## config.mk

```make
export PLATFORM = sky130hd
export DESIGN_NAME = fir_decim_fifo_flat
export DESIGN_NICKNAME = d
export VERILOG_FILES = /design/src/rtl/fir_decim_fifo_if.sv /design/src/rtl/fir_decim_fifo.sv /design/src/flat_wrapper.sv
export SDC_FILE = /design/constraint.sdc
export NUM_CORES = 1
export LEC_CHECK = 0
export CAP_MARGIN = 20
export CORE_UTILIZATION = 58
export DETAILED_ROUTE_END_ITERATION = 16
export HOLD_SLACK_MARGIN = 0.02
export PLACE_DENSITY = 0.81
export SLEW_MARGIN = 0
export SYNTH_ARGS = -nofsm -noshare
export SYNTH_HDL_FRONTEND = slang
export SYNTH_SLANG_ARGS = --single-unit
```

## constraint.sdc

```tcl
create_clock -name clk -period 4 [get_ports clk]
set_clock_uncertainty 0.05 [all_clocks]
set_input_delay 0.4 -clock clk [delete_from_list [all_inputs] [get_ports clk]]
set_output_delay 0.4 -clock clk [all_outputs]
set_load 0.01 [all_outputs]
```

## src/rtl/fir_decim_fifo_if.sv

```systemverilog
// Sample stream bus for the decimator/FIFO block: producer side, ratio control,
// and the consumer-facing FIFO head with its status.
interface fir_decim_fifo_if #(
    parameter int DATA_W = 16,
    parameter int DEPTH  = 8
);
    logic [DATA_W-1:0]          in_data;
    logic                       in_valid;
    logic [2:0]                 decim;
    logic                       clr;
    logic [DATA_W-1:0]          out_data;
    logic                       out_valid;
    logic                       out_ready;
    logic [$clog2(DEPTH):0]     level;
    logic                       overflow;

    modport master (
        output in_data, in_valid, decim, clr, out_ready,
        input  out_data, out_valid, level, overflow
    );

    modport slave (
        input  in_data, in_valid, decim, clr, out_ready,
        output out_data, out_valid, level, overflow
    );
endinterface

```

## src/rtl/fir_decim_fifo.sv

```systemverilog
// Decimator that keeps one of every R filter samples and buffers the kept
// samples in a first-word-fall-through FIFO with a sticky overflow flag.
module fir_decim_fifo #(
    parameter int DATA_W = 16,
    parameter int DEPTH  = 8
) (
    input  logic               clk,
    input  logic               rst,
    fir_decim_fifo_if.slave    bus
);
    localparam int AW = $clog2(DEPTH);
    localparam int LW = AW + 1;

    logic [2:0]        phase_q, phase_d;
    logic [2:0]        rm1_q, rm1_d;      // active ratio minus one
    logic [AW-1:0]     wptr_q, wptr_d;
    logic [AW-1:0]     rptr_q, rptr_d;
    logic [LW-1:0]     count_q, count_d;
    logic              ovf_q, ovf_d;

    logic              keep;
    logic              full;
    logic              push;
    logic              pop;

    logic [DATA_W-1:0] mem [DEPTH];

    always_comb begin
        full    = (count_q == LW'(DEPTH));
        pop     = (count_q != '0) && bus.out_ready && !bus.clr;
        keep    = bus.in_valid && (phase_q == 3'd0) && !bus.clr;
        // A full FIFO still accepts a push when the head leaves in the same cycle.
        push    = keep && (!full || pop);

        phase_d = phase_q;
        rm1_d   = rm1_q;
        wptr_d  = wptr_q;
        rptr_d  = rptr_q;
        count_d = count_q;
        ovf_d   = ovf_q;

        if (bus.clr) begin
            phase_d = 3'd0;
            rm1_d   = bus.decim;
            wptr_d  = '0;
            rptr_d  = '0;
            count_d = '0;
            ovf_d   = 1'b0;
        end else begin
            // The ratio reloads on every keep, so the new period already uses it.
            if (keep) begin
                rm1_d   = bus.decim;
                phase_d = (bus.decim == 3'd0) ? 3'd0 : 3'd1;
            end else if (bus.in_valid) begin
                phase_d = (phase_q == rm1_q) ? 3'd0 : phase_q + 3'd1;
            end

            if (push) begin
                wptr_d = wptr_q + AW'(1);
            end
            if (pop) begin
                rptr_d = rptr_q + AW'(1);
            end
            count_d = count_q + LW'(push) - LW'(pop);

            if (keep && full && !pop) begin
                ovf_d = 1'b1;
            end
        end
    end

    always_ff @(posedge clk or posedge rst) begin
        if (rst) begin
            phase_q <= 3'd0;
            rm1_q   <= 3'd0;
            wptr_q  <= '0;
            rptr_q  <= '0;
            count_q <= '0;
            ovf_q   <= 1'b0;
        end else begin
            phase_q <= phase_d;
            rm1_q   <= rm1_d;
            wptr_q  <= wptr_d;
            rptr_q  <= rptr_d;
            count_q <= count_d;
            ovf_q   <= ovf_d;
        end
    end

    // Storage is not reset; emptiness is tracked by count_q alone.
    always_ff @(posedge clk) begin
        if (push) begin
            mem[wptr_q] <= bus.in_data;
        end
    end

    assign bus.out_valid = (count_q != '0);
    assign bus.out_data  = (count_q != '0) ? mem[rptr_q] : '0;
    assign bus.level     = count_q;
    assign bus.overflow  = ovf_q;
endmodule
```

## src/flat_wrapper.sv

```systemverilog
// flat-port wrapper written by rule: the top's interface ports become plain ports
module fir_decim_fifo_flat 
#(
    parameter int DATA_W = 16,
    parameter int DEPTH  = 8
)
  (clk, rst, bus_in_data, bus_in_valid, bus_decim, bus_clr, bus_out_ready, bus_out_data, bus_out_valid, bus_level, bus_overflow);
  fir_decim_fifo_if #(.DATA_W(DATA_W), .DEPTH(DEPTH)) bus_i ();
  input  logic clk;
  input  logic rst;
  input wire logic [$bits(bus_i.in_data)-1:0] bus_in_data;
  input wire logic [$bits(bus_i.in_valid)-1:0] bus_in_valid;
  input wire logic [$bits(bus_i.decim)-1:0] bus_decim;
  input wire logic [$bits(bus_i.clr)-1:0] bus_clr;
  input wire logic [$bits(bus_i.out_ready)-1:0] bus_out_ready;
  output wire logic [$bits(bus_i.out_data)-1:0] bus_out_data;
  output wire logic [$bits(bus_i.out_valid)-1:0] bus_out_valid;
  output wire logic [$bits(bus_i.level)-1:0] bus_level;
  output wire logic [$bits(bus_i.overflow)-1:0] bus_overflow;
  assign bus_i.in_data = bus_in_data;
  assign bus_i.in_valid = bus_in_valid;
  assign bus_i.decim = bus_decim;
  assign bus_i.clr = bus_clr;
  assign bus_i.out_ready = bus_out_ready;
  assign bus_out_data = bus_i.out_data;
  assign bus_out_valid = bus_i.out_valid;
  assign bus_level = bus_i.level;
  assign bus_overflow = bus_i.overflow;
  fir_decim_fifo #(.DATA_W(DATA_W), .DEPTH(DEPTH)) u_core (.clk(clk), .rst(rst), .bus(bus_i));
endmodule
```

* Yosys cells after proc, flatten, opt, wreduce, memory -nomap -nowiden
Memories as Yosys holds them, arrays and structs flattened. Index checks and enable logic that the tools add are counted.
Storage, ports and cells: register bits 17, latch bits 0, bits in writable memories 128, ROM bits 0, input bits 24, memories kept 1
Memories:
- u_core.mem | words 8, bits a word 16, read ports 1, clocked after memory_dff 0, wr ports 1, RTL line fir_decim_fifo.sv:26 | logic [DATA_W-1:0] mem [DEPTH];
Operators by class: $add $sub $neg 5, multiply operators 0, div/mod/pow operators 0, $lt $le $gt $ge 0, equal/unequal tests 2, shift operators 0, mux-type cells 17, bitwise operators 0, reductions and logical operators 19
Operators with widths (count):
- $mux W3 | 10
- $mux W16 | 1
- $add A3 B1 Y3 const B | 3
- $reduce_bool A2 Y1 | 4
- $logic_and A1 B1 Y1 | 7
- $logic_not A3 Y1 | 2
- $mux W1 | 5
- $add A4 B1 Y4 | 1
- $eq A4 B4 Y1 const B | 1
- $mux W4 | 1
- $reduce_bool A4 Y1 | 1
- $sub A4 B1 Y4 | 1
- $eq A3 B3 Y1 | 1
- $logic_not A1 Y1 | 3
- $reduce_bool A3 Y1 | 1
- $logic_or A1 B1 Y1 | 1

* Logic depth before layout (Yosys ltp)
Gate-level depths: netlist (run 1).
depth after elaboration 8, gate-level depth with buffers 14

* Least setup slack after synthesis (run 1)
OpenSTA, ideal clock, no wires.
kind register to register, start register u_core.count_q[2] (netlist: u_core.bus.level[2]), end memory u_core.mem[0][0], enable pin, setup time 400 ps, arrival 2352 ps, data required time 3550 ps, setup slack 1198 ps, cell stages (with the launch flop) 7, period minus slack after synthesis 2802 ps, path through dfrtp_1 inv_1 ha_1 or3b_4 a31oi_4 nand2b_2 nor4_2
On the way: word-level cells in the longest chain between the ends 7, elaborated cells between the ends (all ways) 9, those cells by class eq/ne (1); mux (2); reduce/logical (6)
Ends and longest elaborated chain:
- start: declaration | RTL line fir_decim_fifo.sv:18 | logic [LW-1:0] count_q, count_d;
- start signal: assignment | RTL line fir_decim_fifo.sv:85 | count_q <= count_d;
- $reduce_bool A4 Y1 | RTL line fir_decim_fifo.sv:30 | pop = (count_q != '0) && bus.out_ready && !bus.clr;
- $logic_and A1 B1 Y1 (2 in a row) | RTL line fir_decim_fifo.sv:30
- $logic_or A1 B1 Y1 * | RTL line fir_decim_fifo.sv:33 | push = keep && (!full || pop);
- $logic_and A1 B1 Y1 * | RTL line fir_decim_fifo.sv:33
- $mux W1 * | RTL line fir_decim_fifo.sv:92 | if (push) begin
- $mux W1 (implied by the code) * | RTL line fir_decim_fifo.sv:93 | mem[wptr_q] <= bus.in_data;
- end: declaration | RTL line fir_decim_fifo.sv:26
Every way passes the cells marked *; elsewhere a longest branch is shown, timed or not.

* Final worst setup path (run 1)
start register u_core.rptr_q[0], end output bus_out_data[10]
On the way: word-level cells in the longest chain between the ends 2
Ends and longest elaborated chain:
- start: declaration | RTL line fir_decim_fifo.sv:17 | logic [AW-1:0] rptr_q, rptr_d;
- start signal: assignment | RTL line fir_decim_fifo.sv:84 | rptr_q <= rptr_d;
- $mem_v2 Z8 W16
- $mux W16 | RTL line fir_decim_fifo.sv:98 | assign bus.out_data = (count_q != '0) ? mem[rptr_q] : '0;
- end: declaration | RTL line flat_wrapper.sv:16 | output wire logic [$bits(bus_i.out_data)-1:0] bus_out_data;
No other way between the ends.

==> run_results.csv, run 1 <==
group,metric,value,unit
logic_synthesis,synthMuxAreaShare,0.156,
worst_hold_path,min_path_type,"in -> async",
clock_tree,cts.reportedPaths.clkPinSlew,0.06,ns
worst_setup_path,reg2reg_depth,12,
global_route,first_global_vias,3014,
logic_synthesis,yosys.area_share.adder,0.0245,
place,post-place-ws,1.08,ns
global_route,grt_first_pass_wirelength,16000,µm
worst_setup_path,critPathArrivalTime,2.79,ns
detailed_routing,first_pass_iters,4,
global_route,grt-ovfl-total,0,
detailed_routing,avgViaCountPerCell,5.68,
clock_tree,cts_root_buf,"clkbuf_8",
worst_setup_path,path_cells,"buf_12 > mux4_2 > mux2i_1 > nor2_1 > clkdlybuf4s50_1",
worst_setup_path,cp_slowest_stage_delay,0.67,ns
final_layout,multi_input_area,1560,µm²
logic_synthesis,synth_xor_area_frac,0.0103,
global_route,antenna_found_initial,0,
logic_synthesis,syn_area,5940,µm²
clock_tree,cts_htree_levels,4,
timing,fmax,309,MHz
timing,whs,0.217,ns
timing,min_period,3.24,ns
worst_setup_path,slowest_stage,"dfrtp_2",
final_layout,area_growth,20.1,%
final_layout,final_cell_mix,"edfxtp_1 (128), clkdlybuf4s50_1 (45), mux4_2 (32)",
floorplan,rows,36,
worst_setup_path,endpoint_kind,"output port",
timing,relSlewSlack,0.568,
power,p_leak,2.36,nW
clock_tree,cts_made_buffers,17,
detailed_routing,ant_nets,0,
final_layout,antenna_cells,0,
clock_tree,clock_sinks,145,
global_route,grt_max_degree,25,
power,peakVddDrop,438,µV
floorplan,die_w,103,µm
floorplan,core_area,9860,µm²
logic_synthesis,synth_compound_area_frac,0.0164,
floorplan,dieArea,10600,µm²
logic_synthesis,ys_types,39,
logic_synthesis,synth_cells,311,
final_layout,final_common_cell,"edfxtp_1",
timing,finalHoldViolCount,0,
timing,setup_violations,0,
timing,fin_setup_tns,0,ns
detailed_routing,wl_per_cell,20.5,µm
detailed_routing,dr_total_vias,2964,
timing,layout_worst_path_cycle_share,0.810,
worst_setup_path,cp_max_fo,21,
detailed_routing,drc_errors,0,
global_route,track_usage,0.221,
run_status,status,"complete, no violations",
floorplan,die_y,103,µm
detailed_routing,drt_iter0_markers,113,
clock_tree,cts-resized-gates,0,
clock_tree,clockBufferDepth,2,
timing,rsz0062_at_grt,"no",
timing,finalMaxSlewViolations,0,
timing,tightest_slew,0.648,ns
logic_synthesis,avgSynthCellArea,19.1,µm²
job,cap_violations,0,
power,powerDensity,600,nW/µm²
final_layout,final_nets,411,
timing,layout_setup_ws,0.761,ns
final_layout,fillCellCount,604,
logic_synthesis,ys_ff_latch,145,
logic_synthesis,ys_seq_area_frac,0.719,
floorplan,initial_core_util,0.602,
logic_synthesis,yosysWarningCount,0,
place,hpwlAfterDp,6270,µm
final_layout,seqCellArea,4270,µm²
detailed_routing,routed_wl,10700,µm
final_layout,drive_gt1_frac,0.219,
logic_synthesis,synth_top_family_by_area,"multiplexers",
clock_tree,ctsHoldBuffers,0,
clock_tree,clk_latency,0.52,ns
worst_setup_path,worstSetupPathType,"reg -> out",
clock_tree,post_cts_buffers,0,
logic_synthesis,synth-simple-area-share,0.0531,
clock_tree,cts_tree,"built",
place,place_congestion,0.756,
floorplan,ioPinCount,46,
worst_setup_path,startpoint_type,"flip-flop",
logic_synthesis,synth_nets,346,
place,portBuffers,45,
worst_setup_path,required,3.55,ns
==> synth_stat cells <==
| cell type | instances | area (µm²) |
|---|---|---|
| nor2_1 | 31 | 116 |
| a21oi_1 | 6 | 30.0 |
| clkbuf_1 | 2 | 7.51 |
| buf_1 | 3 | 11.3 |
| and2_1 | 1 | 6.26 |
| nand2_1 | 3 | 11.3 |
| a21o_1 | 1 | 7.51 |
| xnor2_1 | 5 | 43.8 |
| or3b_4 | 1 | 11.3 |
| o21ai_0 | 1 | 5.00 |
| a31oi_4 | 1 | 21.3 |
| nand2b_2 | 1 | 8.76 |
| a311oi_1 | 1 | 8.76 |
| mux2_2 | 3 | 33.8 |
| nor4_2 | 2 | 25.0 |
| edfxtp_1 | 128 | 3840 |
| inv_2 | 1 | 3.75 |
| nand4_1 | 1 | 6.26 |
| buf_2 | 5 | 25.0 |
| mux2i_1 | 17 | 170 |
| nand3b_1 | 2 | 15.0 |
| dfrtp_1 | 17 | 425 |
| o31ai_1 | 1 | 7.51 |
| nand3_1 | 4 | 20.0 |
| ha_1 | 10 | 125 |
| buf_6 | 3 | 33.8 |
| mux4_2 | 32 | 721 |
| nor3_2 | 2 | 20.0 |
| nor4bb_1 | 1 | 10.0 |
| nand2_2 | 1 | 6.26 |
| a41oi_1 | 1 | 8.76 |
| xor2_1 | 2 | 17.5 |
| nor2b_1 | 4 | 25.0 |
| and3b_1 | 1 | 8.76 |
| fa_1 | 1 | 20.0 |
| inv_1 | 9 | 33.8 |
| buf_4 | 1 | 7.51 |
| a31o_1 | 1 | 8.76 |
| nand2b_1 | 4 | 25.0 |
==> report_power, final <==
group	switching [W]	internal (W)	total, W
clock network	0.000565	0.000813	0.00138
logic	0.000501	0.000613	0.00111
registers	0.0000766	0.00171	0.00179
==> final timing paths <==
path	start	end	slack (ns)
worst max-delay path	u_core.rptr_q[0]	bus_out_data[10]	0.76
worst min-delay path	rst	u_core.bus.level[0]	0.22
worst max register to register	u_core.bus.level[1]	u_core.bus.level[2]	1.27
worst min register to register	u_core.bus.overflow	u_core.bus.overflow	0.47
max in group asynchronous	rst	u_core.rptr_q[0]	3.22
min in group clk	u_core.bus.overflow	u_core.bus.overflow	0.47
==> worst max-delay path: cells and delay by family (launching register included) <==
| kind | cells | cell delay, ns |
|---|---|---|
| mux | 2 | 0.74 |
| simple gates | 1 | 0.07 |
| buf+inv | 2 | 0.78 |
| flops | 1 | 0.67 |
==> registers in the layout, summed over array words and instances (netlist names) <==
signal	cells
u_core.mem	128
u_core.rptr_q	3
u_core.phase_q	3
u_core.rm1_q	3
u_core.bus.level	4
u_core.wptr_q	3
u_core.bus.overflow	1
==> through the flow <==
step	total power (W)	util	instances	instance area, µm²
after detailed placement	0.00294	0.670	490	6610
final	0.00428	0.723	522	7130
after global placement	0.00291	0.670	490	6610
after floorplan	0.00251	-	311	5940
after global routing	0.00446	0.723	522	7130
after CTS	0.00432	0.723	522	7130
==> area by class of cell <==
class,instances,area share
Sequential cell,145,0.599
Multi-Input combinational cell,142,0.219
Timing Repair Buffer,60,0.0807
Clock buffer,20,0.0597
Tap cell,133,0.0233
Clock inverter,12,0.0132
Inverter,10,0.00526
==> logic make-up (layout without fill, tap and decap cells) <==
| kind of cell | after synthesis | in the layout |
|---|---|---|
| compound gates | 13 | 13 |
| xor+xnor | 7 | 7 |
| fa+ha+maj | 11 | 11 |
| buf+inv | 24 | 102 |
| flops | 145 | 145 |
| mux | 52 | 52 |
| simple gates | 59 | 59 |
==> routing by layer <==
metal / vias to the layer above / wire (µm) / track usage
met4: 0 / 117 / 0.0758
met2: 80 / 5570 / 0.368
met3: 10 / 539 / 0.0617
li1: 1352 / - / -
met1: 1522 / 4450 / 0.283
met5: - / 0 / 0
No activity file was read; power rests on OpenSTA's default activity.
==> run 2: changes to the inputs <==
==> constraint.sdc (replaced) <==
create_clock -name clk -period 3.05 [get_ports clk]
set_clock_uncertainty 0.05 [all_clocks]
set_input_delay 0.305 -clock clk [delete_from_list [all_inputs] [get_ports clk]]
set_output_delay 0.305 -clock clk [all_outputs]
set_load 0.01 [all_outputs]
==> run 2 against run 1 <==
Effect of this change:
- global-route usage is 2.5 points higher
- routed wire length up 9.5%
- sequential power increased by 28%
- worst hold slack worse by 0.065 ns
==> run_results.csv, run 2 (synthesized netlist as in run 1, its figures left out) <==
group,metric,value,unit
final_layout,finalNonFillerCells,529,
power,p_comb_frac,0.263,
floorplan,ioPinCount,46,
final_layout,regMostFlops,"u_core.mem",
worst_setup_path,worstSetupPathType,"reg -> out",
worst_setup_path,r2r_start,"u_core.bus.level[1]",
timing,setup_violations,0,
floorplan,rows,36,
place,portBuffers,45,
clock_tree,ctsHoldBuffers,0,
detailed_routing,drc_errors,0,
detailed_routing,ant_nets,0,
final_layout,multi_input_area,1560,µm²
global_route,track_usage,0.246,
worst_setup_path,startpoint_type,"flip-flop",
worst_setup_path,required,2.69,ns
timing,finalMaxSlewViolations,0,
worst_setup_path,crit_path_end,"bus_out_data[14]",
timing,layout_setup_ws,0.161,ns
worst_setup_path,path_buf_inv,2,
power,pwr-share-seq,0.394,
clock_tree,cts_htree_levels,4,
detailed_routing,first_pass_iters,4,
timing,min_period,2.89,ns
timing,finalHoldViolCount,0,
power,powerDensity,804,nW/µm²
timing,relSlewSlack,0.539,
global_route,first_global_vias,3192,
worst_hold_path,min_path_type,"in -> async",
global_route,grt-ovfl-total,0,
clock_tree,cts_tree,"built",
final_layout,fillCellCount,578,
floorplan,die_y,103,µm
floorplan,initial_core_util,0.602,
power,switching_power,0.00159,W
final_layout,final_nets,418,
timing,whs,0.152,ns
job,cap_violations,0,
power,p_int,0.00422,W
timing,rsz0062_at_grt,"no",
timing,fin_setup_tns,0,ns
place,place_congestion,0.819,
clock_tree,clock_sinks,145,
floorplan,die_w,103,µm
final_layout,largest_reg_flops,128,
worst_setup_path,startpoint,"u_core.rptr_q[0]",
clock_tree,post_cts_buffers,0,
worst_setup_path,worstSetupPathDepth,5,
detailed_routing,drt_iter0_markers,204,
clock_tree,cts_root_buf,"clkbuf_8",
power,peakVddDrop,557,µV
final_layout,final_common_cell,"edfxtp_1",
detailed_routing,dr_total_vias,3091,
power,p_leak,2.42,nW
timing,fmax,346,MHz
final_layout,area_growth,21.7,%
worst_setup_path,cp_max_fo,16,
run_status,status,"complete, no violations",
final_layout,final_core_util,0.732,
global_route,grt_max_degree,35,
clock_tree,cts_made_buffers,17,
place,hpwlAfterDp,6960,µm
worst_setup_path,r2r_slack,0.61,ns
worst_setup_path,critPathArrivalTime,2.53,ns
worst_setup_path,slowest_stage,"mux4_2",
detailed_routing,wl_per_cell,22.1,µm
clock_tree,clockBufferDepth,2,
worst_setup_path,path_cells,"buf_4 > mux4_2 > mux2i_1 > nor2_1 > clkdlybuf4s50_1",
clock_tree,cts.reportedPaths.clkPinSlew,0.06,ns
clock_tree,clk_latency,0.51,ns
worst_setup_path,reg2reg_depth,11,
detailed_routing,routed_wl,11700,µm
final_layout,final_cell_mix,"edfxtp_1 (128), clkdlybuf4s50_1 (45), mux4_2 (32)",
final_layout,antenna_cells,0,
worst_setup_path,cp_slowest_stage_delay,0.57,ns
timing,tightest_slew,0.691,ns
timing,layout_worst_path_cycle_share,0.947,
global_route,antenna_found_initial,0,
worst_setup_path,cp_top_family,"buffers and inverters",
worst_setup_path,endpoint_kind,"output port",
final_layout,seqCellArea,4270,µm²
power,p_sw_frac,0.274,
final_layout,drive_gt1_frac,0.245,
power,clockPowerShare,0.343,
detailed_routing,avgViaCountPerCell,5.84,
place,dp_cells,497,
global_route,grt_first_pass_wirelength,17800,µm
floorplan,core_area,9860,µm²
worst_setup_path,reg2reg_to,"u_core.bus.level[2]",
floorplan,dieArea,10600,µm²
place,post-place-ws,0.413,ns
## run 2: cell count changes in the layout (fill, tap and decap cells not counted), sizes merged
cell | previous run | this run
bufinv | 1 | 2
buf | 15 | 22
clkinv | 10 | 5
inv | 10 | 15
clkbuf | 20 | 18
clkinvlp | 1 | 2
## run 2: worst min path at each step
stage | end | from
floorplan | u_core.bus.level[0] | rst
global placement | u_core.bus.overflow | u_core.bus.overflow
detailed placement | u_core.bus.overflow | u_core.bus.overflow
CTS | u_core.wptr_q[1] | rst
global route | u_core.rm1_q[2] | rst
finish | u_core.phase_q[2] | rst
## run 2: worst register-to-register path, cell delays in order, from the launching register on
cell,delay [ns]
dfrtp_1,0.42
nor2_1,0.27
and2_1,0.21
inv_2,0.06
nand2_1,0.14
nor2_1,0.06
ha_1,0.27
inv_1,0.04
ha_1,0.21
fa_1,0.39
xnor2_1,0.15
nor2_1,0.06
## run 2: cell type report
type,count,share of cell area
clock buffer,18,0.0578
clock inverter,14,0.0211
inverter,10,0.00519
multi-input combinational,142,0.216
sequential,145,0.591
tap,133,0.0230
timing repair buffer,67,0.0857
## run 2: metrics by stage
stage | cell area, µm² | power, W
finish | 7230 | 0.00581
detailed placement | 6650 | 0.00385
global route | 7230 | 0.00606
CTS | 7220 | 0.00584
global placement | 6650 | 0.00383
floorplan | 5940 | 0.00329
## run 2: per-layer routing
metal,global-route usage,vias up,part of all wire,wire length [µm]
li1,-,1364,-,-
met3,0.0590,16,0.041,482
met4,0.108,0,0.023,268
met1,0.311,1616,0.40,4730
met2,0.411,95,0.53,6210
met5,0,-,0,0
## run 2: power groups by stage
stage / logic [W] / registers, W / clock network (W)
finish: 0.00153 / 0.00229 / 0.00199
detailed placement: 0.00152 / 0.00233 / 0
floorplan: 0.000966 / 0.00232 / 0
CTS: 0.00155 / 0.00229 / 0.00201
global placement: 0.00150 / 0.00232 / 0
global route: 0.00167 / 0.00229 / 0.00210
## run 2: timing repair
item                       CTS  global route
gates resized for setup      0             1
hold endpoints to repair     0             0
setup endpoints to repair    0             1
==> run 3: changes to the inputs <==
--- a/config.mk
+++ b/config.mk
@@ -8,6 +8,7 @@
 export CAP_MARGIN = 20
 export CORE_UTILIZATION = 58
 export DETAILED_ROUTE_END_ITERATION = 16
+export GPL_ROUTABILITY_DRIVEN = 0
 export HOLD_SLACK_MARGIN = 0.02
 export PLACE_DENSITY = 0.81
 export SLEW_MARGIN = 0
==> results of run 3 <==
Same layout as run 2: the final DEF is identical, and so are final timing and power.
